$ cat src/rtl/frame_draw_scheduler.sv
// frame_draw_scheduler: per-frame sequencer that starts drawing clients in fixed
// priority order and muxes the granted client onto the registered frame-buffer write port.
module frame_draw_scheduler #(
    parameter int          NUM_CLIENTS    = 4,
    parameter logic [19:0] TIMEOUT_CYCLES = 20'd800000
) (
    input  logic        clk,
    input  logic        resetn,
    input  logic        frame_tick,
    input  logic [3:0]  client_mask,
    output logic [3:0]  client_start,
    input  logic [3:0]  client_done,
    input  logic [35:0] client_x,
    input  logic [31:0] client_y,
    input  logic [47:0] client_color,
    input  logic [3:0]  client_we,
    output logic [8:0]  outX,
    output logic [7:0]  outY,
    output logic [11:0] color,
    output logic        writeEn,
    output logic        busy,
    output logic        frame_done,
    output logic        overrun,
    output logic        timeout
);
    typedef enum logic [2:0] {S_IDLE, S_START, S_WAIT, S_NEXT, S_DONE} state_t;
    localparam logic [2:0] LAST = 3'(NUM_CLIENTS);
    state_t state_q, state_d;
    logic [2:0] idx_q, idx_d;
    logic [3:0] mask_q, mask_d;
    logic [19:0] cnt_q, cnt_d;
    logic overrun_q, overrun_d, timeout_q, timeout_d;
    logic [8:0] x_q, x_d;
    logic [7:0] y_q, y_d;
    logic [11:0] c_q, c_d;
    logic we_q, we_d;
    logic [3:0][8:0] xs;
    logic [3:0][7:0] ys;
    logic [3:0][11:0] cs;
    logic [1:0] sel;
    logic done_hit, cnt_hit;
    assign xs = client_x;
    assign ys = client_y;
    assign cs = client_color;
    assign sel = idx_q[1:0];
    assign done_hit = client_done[sel];
    assign cnt_hit = cnt_q == TIMEOUT_CYCLES - 20'd1;
    always_comb begin
        state_d = state_q;
        idx_d = idx_q;
        mask_d = mask_q;
        cnt_d = cnt_q;
        timeout_d = timeout_q;
        overrun_d = overrun_q | (frame_tick & (state_q != S_IDLE));
        x_d = x_q;
        y_d = y_q;
        c_d = c_q;
        we_d = 1'b0;
        case (state_q)
            S_IDLE: if (frame_tick) begin
                mask_d = client_mask;
                idx_d = 3'd0;
                state_d = S_NEXT;
            end
            S_NEXT: begin
                state_d = (idx_q == LAST) ? S_DONE : mask_q[sel] ? S_START : S_NEXT;
                idx_d = (idx_q != LAST && !mask_q[sel]) ? idx_q + 3'd1 : idx_q;
            end
            S_START: begin
                cnt_d = 20'd0;
                state_d = S_WAIT;
            end
            S_WAIT: begin
                x_d = xs[sel];
                y_d = ys[sel];
                c_d = cs[sel];
                we_d = client_we[sel];
                cnt_d = cnt_q + {19'd0, cnt_q != '1};
                // done wins over a coincident timeout, so the flag only marks real stalls
                if (done_hit || cnt_hit) begin
                    idx_d = idx_q + 3'd1;
                    state_d = S_NEXT;
                    timeout_d = timeout_q | ~done_hit;
                end
            end
            S_DONE: state_d = S_IDLE;
            default: state_d = S_IDLE;
        endcase
    end
    always_ff @(posedge clk) begin
        if (!resetn) begin
            state_q <= S_IDLE;
            idx_q <= 3'd0;
            mask_q <= 4'd0;
            cnt_q <= 20'd0;
            overrun_q <= 1'b0;
            timeout_q <= 1'b0;
            x_q <= 9'd0;
            y_q <= 8'd0;
            c_q <= 12'd0;
            we_q <= 1'b0;
        end else begin
            state_q <= state_d;
            idx_q <= idx_d;
            mask_q <= mask_d;
            cnt_q <= cnt_d;
            overrun_q <= overrun_d;
            timeout_q <= timeout_d;
            x_q <= x_d;
            y_q <= y_d;
            c_q <= c_d;
            we_q <= we_d;
        end
    end
    assign client_start = (state_q == S_START) ? 4'b0001 << sel : 4'b0000;
    assign frame_done = state_q == S_DONE;
    assign busy = state_q != S_IDLE;
    assign overrun = overrun_q;
    assign timeout = timeout_q;
    assign outX = x_q;
    assign outY = y_q;
    assign color = c_q;
    assign writeEn = we_q;
endmodule

$ cat config.mk
export PLATFORM = sky130hd
export DESIGN_NAME = frame_draw_scheduler
export DESIGN_NICKNAME = d
export VERILOG_FILES = /design/src/rtl/frame_draw_scheduler.sv
export SDC_FILE = /design/constraint.sdc
export NUM_CORES = 1
export LEC_CHECK = 0
export ABC_AREA = 1
export BUFFER_PORTS_ARGS = -buffer_cell sky130_fd_sc_hd__buf_2
export CORE_AREA = 3 3 102 104
export DETAILED_ROUTE_END_ITERATION = 10
export DIE_AREA = 0 0 105 107
export PLACE_DENSITY_LB_ADDON = 0.05
export SYNTH_ARGS = -nofsm -noshare
export SYNTH_HDL_FRONTEND = slang
export SYNTH_SLANG_ARGS = --single-unit
$ cat constraint.sdc
create_clock -name clk -period 2.65 [get_ports clk]
set_input_delay 0.53 -clock clk [delete_from_list [all_inputs] [get_ports clk]]
set_output_delay 0.53 -clock clk [all_outputs]
set_load 0.005 [all_outputs]
# ---- Word level (Yosys, flattened, before mapping)
# Index checks and enable logic that the tools add are counted.
dict set report word_totals {
  reg_bits 62
  in_bits 131
}
dict set report op_classes {
  shifts 1
  order_cmp 1
  n_bitwise 4
  n_reduce_logical 12
  addsub 2
  muxes 23
  eq_ne 11
}
# cell count
set op_table {}
lappend op_table {{20-bit one-hot mux with 2 select lines} 1}
lappend op_table {{12-bit binary-select mux with 2-bit select} 1}
lappend op_table {{20-bit by 1-bit adder with 20-bit output} 1}
lappend op_table {{20-bit == test (second input constant)} 1}
lappend op_table {{20-bit inequality test (second input constant)} 1}
lappend op_table {{9-bit binary-select mux with 2-bit select} 1}
lappend op_table {{3-bit 2-to-1 mux} 6}
lappend op_table {{8-bit binary-select mux with 2-bit select} 1}
lappend op_table {{12-bit 2-to-1 mux} 1}
lappend op_table {{3-bit one-hot mux with 4 select lines} 1}
lappend op_table {{9-bit 2-to-1 mux} 1}
lappend op_table {{3-bit one-hot mux with 3 select lines} 1}
lappend op_table {{8-bit 2-to-1 mux} 1}
lappend op_table {{2-bit AND reduction} 4}
lappend op_table {{1-bit binary-select mux with 2-bit select} 3}
lappend op_table {{3-bit by 2-bit == test with 1-bit output (second input constant)} 2}
lappend op_table {{3-bit == test (second input constant)} 2}
lappend op_table {{2-bit inequality test (second input constant)} 3}
lappend op_table {{3-bit nonzero test} 2}
lappend op_table {{4-bit 2-to-1 mux} 1}
lappend op_table {{4-bit AND reduction} 1}
lappend op_table {{1-bit by 2-bit left shift with 4-bit output (first input constant)} 1}
lappend op_table {{3-bit by 1-bit adder with 3-bit output (second input constant)} 1}
lappend op_table {{3-bit by 1-bit == test with 1-bit output (second input constant)} 1}
lappend op_table {{other kinds (12)} 15}

# ---- Longest topological paths before layout
# Gate-level depths: netlist of the first run.
dict set report depth {
  depth_word 6
  ltp_mapped 14
  depth_no_buf 14
}

# ---- Least setup slack after synthesis of the first run
# No wires, ideal clock.
dict set report synth_path {
  path_kind {flip-flop to flip-flop}
  from {reg idx_q[0]}
  to {reg idx_q[0]}
  period_less_slack_ns 1.826
  stages_incl_launch_ff 14
  setup_slack_ns 0.824
  setup_ns 0.113
  t_arrival_ns 1.713
  path_cell_list {dfxtp_1 buf_6 inv_2 buf_6 buf_2 ha_1 nand2_1 inv_1 nor2_1 nand3_1 nand2_1 nand3_2 nor2_1 nor2_1}
}
dict set report synth_between {
  elab_chain_cells 6
}
# item line
set synth_rtl {}
lappend synth_rtl {{start, declared} 29} ;# logic [2:0] idx_q, idx_d;
lappend synth_rtl {{start signal, assigned} 104} ;# idx_q <= idx_d;
lappend synth_rtl {{1-bit binary-select mux with 2-bit select} 67} ;# idx_d = (idx_q != LAST && !mask_q[sel]) ? idx_q + 3'd1 : idx_q;
lappend synth_rtl {{1-bit 2-to-1 mux (implied by the code)} 67}
lappend synth_rtl {{1-bit logical NOT} 67}
lappend synth_rtl {{1-bit logical AND} 67}
lappend synth_rtl {{2-bit inequality test (no source line)} -}
lappend synth_rtl {{4-bit AND reduction (no source line)} -}
# Parallel ways exist; a longest one is shown, timed or not. The select of a mux whose other input is x is not followed.
# A chain may end at the register's enable or synchronous reset.

# ---- Final worst setup path of the first run
dict set report layout_path {
  from {reg state_q[0]}
  to {out client_start[3]}
}
dict set report layout_between {
  elab_chain_cells 2
}
# item line
set layout_rtl {}
lappend layout_rtl {{start, declared} 28} ;# state_t state_q, state_d;
lappend layout_rtl {{start signal, assigned} 103} ;# state_q <= state_d;
lappend layout_rtl {{3-bit by 1-bit == test with 1-bit output} 115} ;# assign client_start = (state_q == S_START) ? 4'b0001 << sel : 4'b0000;
lappend layout_rtl {{4-bit 2-to-1 mux} 115}
lappend layout_rtl {{end, declared} 11} ;# output logic [3:0] client_start,
# Every way passes these cells.

==> key figures, run 1 <==
Yosys
  • Gate count of the mapped netlist: between 500 and 600
  • Top FF cell, synth: dfxtp_1
  • Seq/Total Area, Yosys: 0.324
  • YS warnings: 0
  • Dominant cell type by area after synthesis: dfxtp_1
  • Post-synthesis average cell area: 6.48 um^2
  • Number of distinct library cells after synthesis: 34
  • Fraction of registers with async set/reset: 0
  • Commonest cells post-synth: o21ai_0, nor2_1, nand2_1
  • Area of the mapped netlist: about 3800 um^2
  • #FFs+latches synth: a little over 60
  • Synthesized Nets: roughly 730
  • Synth area leaders: dfxtp_1, o21ai_0, nor2_1
  • Post-synth EDFFs: 0
  • Synth top area share: 0.324
  • Top-count cell post-synth: o21ai_0

Placed design
  • IO buf count: between 150 and 200
  • Final HPWL DP: between 8 and 9 mm
  • GPL Wtd Cong: between 0.8 and 0.9

Pwr
  • Power density over cell area: between 600 and 700 nW/um^2
  • Leak pwr: between 2 and 2.5 nW
  • Comb pwr share: 0.404
  • Int Pwr: around 0.0021 W
  • P_sw: ~0.0013 W
  • Sequential power share: 0.341
  • Net Sw Frac: 0.387
  • Max VDD drop: 0.246 mV
  • Clock network power share: 0.255

Clock network
  • CTS tree: yes
  • Worst-case clock buffer depth: 2
  • Postcts setup bufs: 0
  • # clock sinks: 62
  • Clk Tree Root Cell: clkbuf_8
  • CTS Buf Count: 9
  • Clock transition at path regs: about 70 ps
  • Worst-skew pair later-pin latency: ~340 ps
  • Number of gates resized after cts: 0
  • CTS H-tree lvls: 3
  • Hold-fix buffers, CTS: 0

Finish
  • Final nets: slightly below 900
  • Synthesis-to-layout area growth: 28.7%
  • # fillers: between 1000 and 1500
  • Share of cells above drive strength 1: 0.279
  • # diodes: 0

Critical path
  • Reg2Reg Setup Slack: 610 ps
  • CP endpoint kind: primary output
  • CP peak stage delay: 450 ps
  • Critical Path AT: roughly 1600 ps
  • Worst path cell trace: nand3_2 -> nor2_1 -> buf_2
  • Worst Setup Start Kind: flop
  • Setup CP Type: flop to primary output
  • CP required: about 2100 ps
  • Crit-path max FO: 19
  • Slowest-stage cell, CP: dfxtp_1

Detailed routing
  • Final antenna-violating net count: 0
  • Remaining DRCs: 0
  • Post-Route WL: approximately 12 mm
  • Initial DRT Pass Iterations: 4
  • Routed wire per std cell: 13.4 um
  • Routed vias/inst: between 5 and 6
  • DR iter-0 viols: 211
  • Routed via count: about 4400

Floorplanning
  • DIE WIDTH: about 110 um
  • Rows: 36
  • Initial core utilization: 0.397
  • Core area: ~9600 um^2
  • Die area: 11200 um^2
  • Die Ht: between 100 and 150 um
  • Boundary pin count: 169

STA
  • Clock Skew: approximately 9.7 ps
  • Tcrit/Tclk final: 0.792
  • Final setup fails: 0
  • Final min period: between 2000 and 2500 ps
  • Fmax: between 400 and 500 MHz
  • Hold_ws: approximately 460 ps
  • Slew margin rel.: 0.595
  • Worst-margin pin slew: 607 ps
  • Slew Limit Fails: 0
  • Hold Vio Cnt, Final: 0
  • Setup TNS: 0 ps
  • RSZ-0062 raised after global routing: false

Global routing
  • GR Overflow Total: 0
  • Initial antenna violation count: 0
  • Vias in the first global route: 4239
  • Total Routing Usage GR: 0.208
  • Largest net degree at the start of global routing: 63
  • First-pass GRT wire length: 19.2 mm

Hold path
  • Hold Path Class: input pin to flop

Outcome
  • Outcome: completed

Run
  • MaxCap Viol Count: 0
-- cells in the final DEF (no fill, tap or decap), types with 2 or more instances in the layout --
| cell type | netlist | final |
|---|---|---|
| inv_2 | 4 | 4 |
| a211oi_1 | 3 | 3 |
| nor3b_1 | 2 | 2 |
| nor3_1 | 10 | 10 |
| nand2_1 | 74 | 74 |
| buf_4 | 1 | 6 |
| nand4_1 | 6 | 6 |
| nand2_2 | 2 | 2 |
| a21oi_1 | 20 | 20 |
| nor2_2 | 2 | 2 |
| nor2_4 | 2 | 2 |
| o21ai_1 | 3 | 3 |
| clkbuf_8 | 0 | 12 |
| nor2_1 | 101 | 101 |
| dfxtp_1 | 62 | 61 |
| nand3_2 | 2 | 2 |
| ha_1 | 6 | 6 |
| nand3_1 | 18 | 18 |
| nor3_2 | 2 | 2 |
| buf_2 | 7 | 168 |
| nand3b_1 | 2 | 2 |
| o21ai_0 | 102 | 102 |
| o21bai_1 | 30 | 30 |
| o22ai_1 | 29 | 29 |
| inv_1 | 68 | 68 |
-- flip-flops by register name, indices dropped and copies added (netlist names), 3 cells and up --
register / cells
cnt_q: 20
state_q: 3
outY: 8
mask_q: 4
outX: 9
idx_q: 3
color: 12
-- final timing paths --
| kind | from | to | depth (start not counted) |
|---|---|---|---|
| max reg2reg | cnt_q[8] | cnt_q[17] | 14 |
| min | frame_tick | overrun | 3 |
| min reg2reg | mask_q[1] | mask_q[1] | 2 |
| max | state_q[0] | client_start[3] | 3 |
-- logic make-up after synthesis --
logic type	Yosys count	synth area share
AND/OR/NAND/NOR	225	0.256
flip-flops	62	0.324
buffers and inverters	107	0.115
AO/OA/AOI/OAI	191	0.285
adder cells (fa/ha/maj)	6	0.0196
-- critical path: cells and delay by family (launching register included) --
kind | cells | cell delay (ps)
simple gates | 2 | 640
buf+inv | 1 | 140
flops | 1 | 450
-- metrics by stage --
step	total power (W)	worst slack (ps)	utilization	cells	instance area, um^2
2_1_floorplan	0.00214	824	-	591	3830
3_3_place_gp	0.00256	691	0.489	864	4720
3_5_place_dp	0.00257	614	0.489	864	4720
4_1_cts	0.00346	542	0.511	879	4930
5_1_grt	0.00369	325	0.511	879	4930
6_report	0.00342	550	0.511	879	4930
-- final cells by class --
cell class / count / area, um^2 / share of cell area
multi-input combinational: 422 / 2150 / 0.436
clock buffer: 12 / 165 / 0.0335
timing repair buffer: 174 / 886 / 0.180
inverter: 73 / 277 / 0.0561
clock inverter: 3 / 42.5 / 0.00864
tap: 133 / 166 / 0.0338
sequential: 62 / 1240 / 0.252
-- power by group through the flow --
| stage | sequential (W) | combinational [W] | clock [W] |
|---|---|---|---|
| after floorplan | 0.00118 | 0.000963 | 0 |
| after global placement | 0.00118 | 0.00138 | 0 |
| after detailed placement | 0.00118 | 0.00139 | 0 |
| after CTS | 0.00117 | 0.00139 | 0.000903 |
| after global routing | 0.00119 | 0.00156 | 0.000943 |
| final | 0.00117 | 0.00138 | 0.000873 |
-- layer usage --
layer / vias to the layer above / track usage / routed length [um]
met5: - / 0 / 0
met4: 0 / 0.0684 / 222
met3: 18 / 0.0626 / 871
met2: 142 / 0.385 / 5800
met1: 1989 / 0.227 / 4920
li1: 2261 / - / -
No activity file was read; power rests on OpenSTA's default activity.
==> inputs of run 2 (changes only) <==
==> constraint.sdc (replaced) <==
create_clock -name clk -period 1.81 [get_ports clk]
set_input_delay 0.362 -clock clk [delete_from_list [all_inputs] [get_ports clk]]
set_output_delay 0.362 -clock clk [all_outputs]
set_load 0.005 [all_outputs]
==> run 2 against run 1 <==
- the run now ends with setup timing left
- via count is 5.1% higher
- utilization is 4.1 points higher
- wire length up 6.8%
- combinational power grew 59%
- global-route usage grew 0.76 points
- final area increased by 8.1%
- critical path depth rose by 10
- die area did not move
- critical path type is now flop to flop
- critical endpoint is now cnt_q[14]
- largest power group unchanged
==> key figures, run 2 (same netlist as run 1, synthesis figures left out) <==
Outcome
  • Outcome: finished, violations left
  • Failing checks: setup timing

Placed design
  • GPL Wtd Cong: 0.875 (+2.7%)
  • Final HPWL DP: 9.23 mm (+6.1%)
  • DP Worst Slack: -23.1 ps (-637 ps)
  • IO buf count: 168 (unchanged)

STA
  • Slew margin rel.: 0.623 (+0.0278)
  • Fin worst setup slack: -58.6 ps (-609 ps)
  • Final setup fails: 8 (+8)
  • Final min period: between 1500 and 2000 ps
  • Clock Skew: 11.0 ps (+1.35 ps)
  • RSZ-0062 raised after global routing: true
  • Hold Vio Cnt, Final: 0 (unchanged)
  • Fmax: about 540 MHz
  • Slew Limit Fails: 0 (unchanged)
  • Worst-margin pin slew: 565 ps (-41.7 ps)
  • Tcrit/Tclk final: 1.03

Critical path
  • Crit-path max FO: 3 (-16)
  • Crit. Startpoint: cnt_q[15]
  • Setup CP Type: flop to flop
  • Worst Setup Start Kind: flop
  • CP endpoint kind: flop
  • Worst setup path end: cnt_q[14]
  • Worst path cell trace: nand2_2 -> nor2_2 -> nand3_2 -> nor2_2 -> nand4_1 -> ha_1 -> nand2_2 -> nand3b_1 -> inv_2 -> nand3b_1 -> o21ai_1 -> nand2_1 -> nor2_1
  • R2R Path Start: cnt_q[15]
  • Slowest-stage cell, CP: dfxtp_2
  • Reg2Reg Capture Point: cnt_q[14]
  • CP peak stage delay: 340 ps (-110 ps)
  • FF-to-FF path depth: 13 (-1)
  • Reg2Reg Setup Slack: -60 ps (-670 ps)
  • CP required: 2040 ps (-80 ps)
  • Critical Path AT: 2100 ps (+530 ps)

Floorplanning
  • Boundary pin count: 169 (unchanged)
  • Initial core utilization: 0.397 (unchanged)
  • Die Ht: 107 um (unchanged)
  • Core area: 9640 um^2 (unchanged)
  • Die area: 11200 um^2 (unchanged)
  • Rows: 36 (unchanged)
  • DIE WIDTH: 105 um (unchanged)

Global routing
  • Initial antenna violation count: 0 (unchanged)
  • First-pass GRT wire length: 20.0 mm (+4.0%)
  • Total Routing Usage GR: 0.216 (+0.00761)
  • GR Overflow Total: 0 (unchanged)
  • Largest net degree at the start of global routing: 48 (-24%)
  • Vias in the first global route: 4500 (+6.2%)

Detailed routing
  • Routed wire per std cell: 13.8 um (+2.3%)
  • Routed via count: 4637 (+5.1%)
  • Remaining DRCs: 0 (unchanged)
  • Initial DRT Pass Iterations: 4 (unchanged)
  • Routed vias/inst: 5.05 (+0.68%)
  • DR iter-0 viols: 166 (-21%)
  • Final antenna-violating net count: 0 (unchanged)
  • Post-Route WL: 12.6 mm (+6.8%)

Pwr
  • Max VDD drop: 0.497 mV (+100%)
  • Power density over cell area: 966 nW/um^2 (+39%)
  • Net Sw Frac: 0.387 (about the same)
  • Int Pwr: 0.00315 W (+50%)
  • Comb pwr share: 0.426 (+0.022)
  • P_sw: 0.00199 W (+50%)
  • Tot Pwr: 0.00515 W (+50%)
  • Sequential power share: 0.329 (-0.012)
  • Clock network power share: 0.245 (-0.010)
  • Leak pwr: 2.63 nW (+8.0%)

Clock network
  • Clock transition at path regs: 70 ps (about the same)
  • CTS tree: yes
  • Clk Tree Root Cell: clkbuf_8
  • CTS H-tree lvls: 3 (unchanged)
  • # clock sinks: 62 (unchanged)
  • Worst-skew pair later-pin latency: 340 ps (about the same)
  • Worst-case clock buffer depth: 2 (unchanged)
  • CTS Buf Count: 9 (unchanged)

Finish
  • Final nets: 917 (+4.3%)
  • Synthesis-to-layout area growth: 39.1%
  • Most frequent cells in the layout: buf_2, o21ai_0, nor2_1
  • Share of cells above drive strength 1: 0.348 (+0.0690)
  • Commonest non-fill, non-tap cell in the layout: buf_2
  • # diodes: 0 (unchanged)
  • Top reg by flops: cnt_q
  • Number of flip-flops in the largest register: 20 (unchanged)
  • Final Util: 0.552 (+0.0413)

Hold path
  • Hold Path Class: input pin to flop

Run
  • MaxCap Viol Count: 0 (unchanged)
[run 2: worst min path at each step]
stage | end | depth (start not counted) | slack, ps | start
after global placement | mask_q[1] | 2 | 440 | mask_q[1]
after detailed placement | mask_q[2] | 2 | 450 | mask_q[2]
after CTS | overrun | 3 | 300 | frame_tick
final | overrun | 3 | 310 | frame_tick
after floorplan | mask_q[1] | 2 | 430 | mask_q[1]
after global routing | mask_q[1] | 3 | 340 | client_mask[1]
[run 2: area by class of cell]
cell class | count | area (um^2)
fill | 1000 | 4320
inverter | 73 | 277
timing repair buffer | 212 | 1210
multi-input combinational | 422 | 2220
tap | 133 | 166
clock inverter | 3 | 42.5
clock buffer | 13 | 159
sequential | 62 | 1250
[run 2: per-layer routing]
| layer | vias up | share of wire | routed length [um] | GRT usage |
|---|---|---|---|---|
| met5 | - | 0 | 0 | 0 |
| met4 | 0 | 0.017 | 218 | 0.0722 |
| met1 | 2103 | 0.42 | 5250 | 0.243 |
| met2 | 179 | 0.49 | 6210 | 0.400 |
| met3 | 19 | 0.075 | 947 | 0.0506 |
| li1 | 2336 | - | - | - |
[run 2: power groups by stage]
stage          sequential (W)  combinational [W]  clock (W)
2_1_floorplan         0.00173            0.00141          0
3_3_place_gp          0.00170            0.00208          0
3_5_place_dp          0.00170            0.00212          0
4_1_cts               0.00168            0.00214    0.00129
5_1_grt               0.00172            0.00246    0.00134
6_report              0.00169            0.00219    0.00126
[run 2: metrics by stage]
step,std cells,TNS (ps),instance area [um^2],hold slack [ps]
finish,918,-169,5320,311
global route,918,-1900,5320,335
CTS,917,-4.81,5220,300
detailed placement,891,-42.5,4920,447
global placement,891,0,4920,440
floorplan,591,0,3830,429
[run 2: worst max-delay path, delay by kind of cell, from the launching register on]
family | cells | cell delay, ps
buffers and inverters | 1 | 60
DFF | 1 | 340
AOI/OAI and AO/OA | 1 | 70
and+or+nand+nor | 10 | 1060
adders and majority gates | 1 | 220
[run 2: what timing repair did]
action / CTS / global route
hold buffers: 0 / 0
pin swaps: 0 / 3
gates cloned: 0 / 1
setup buffers: 10 / 0
endpoints found under the setup margin: 7 / 19
gates resized for setup: 7 / 27
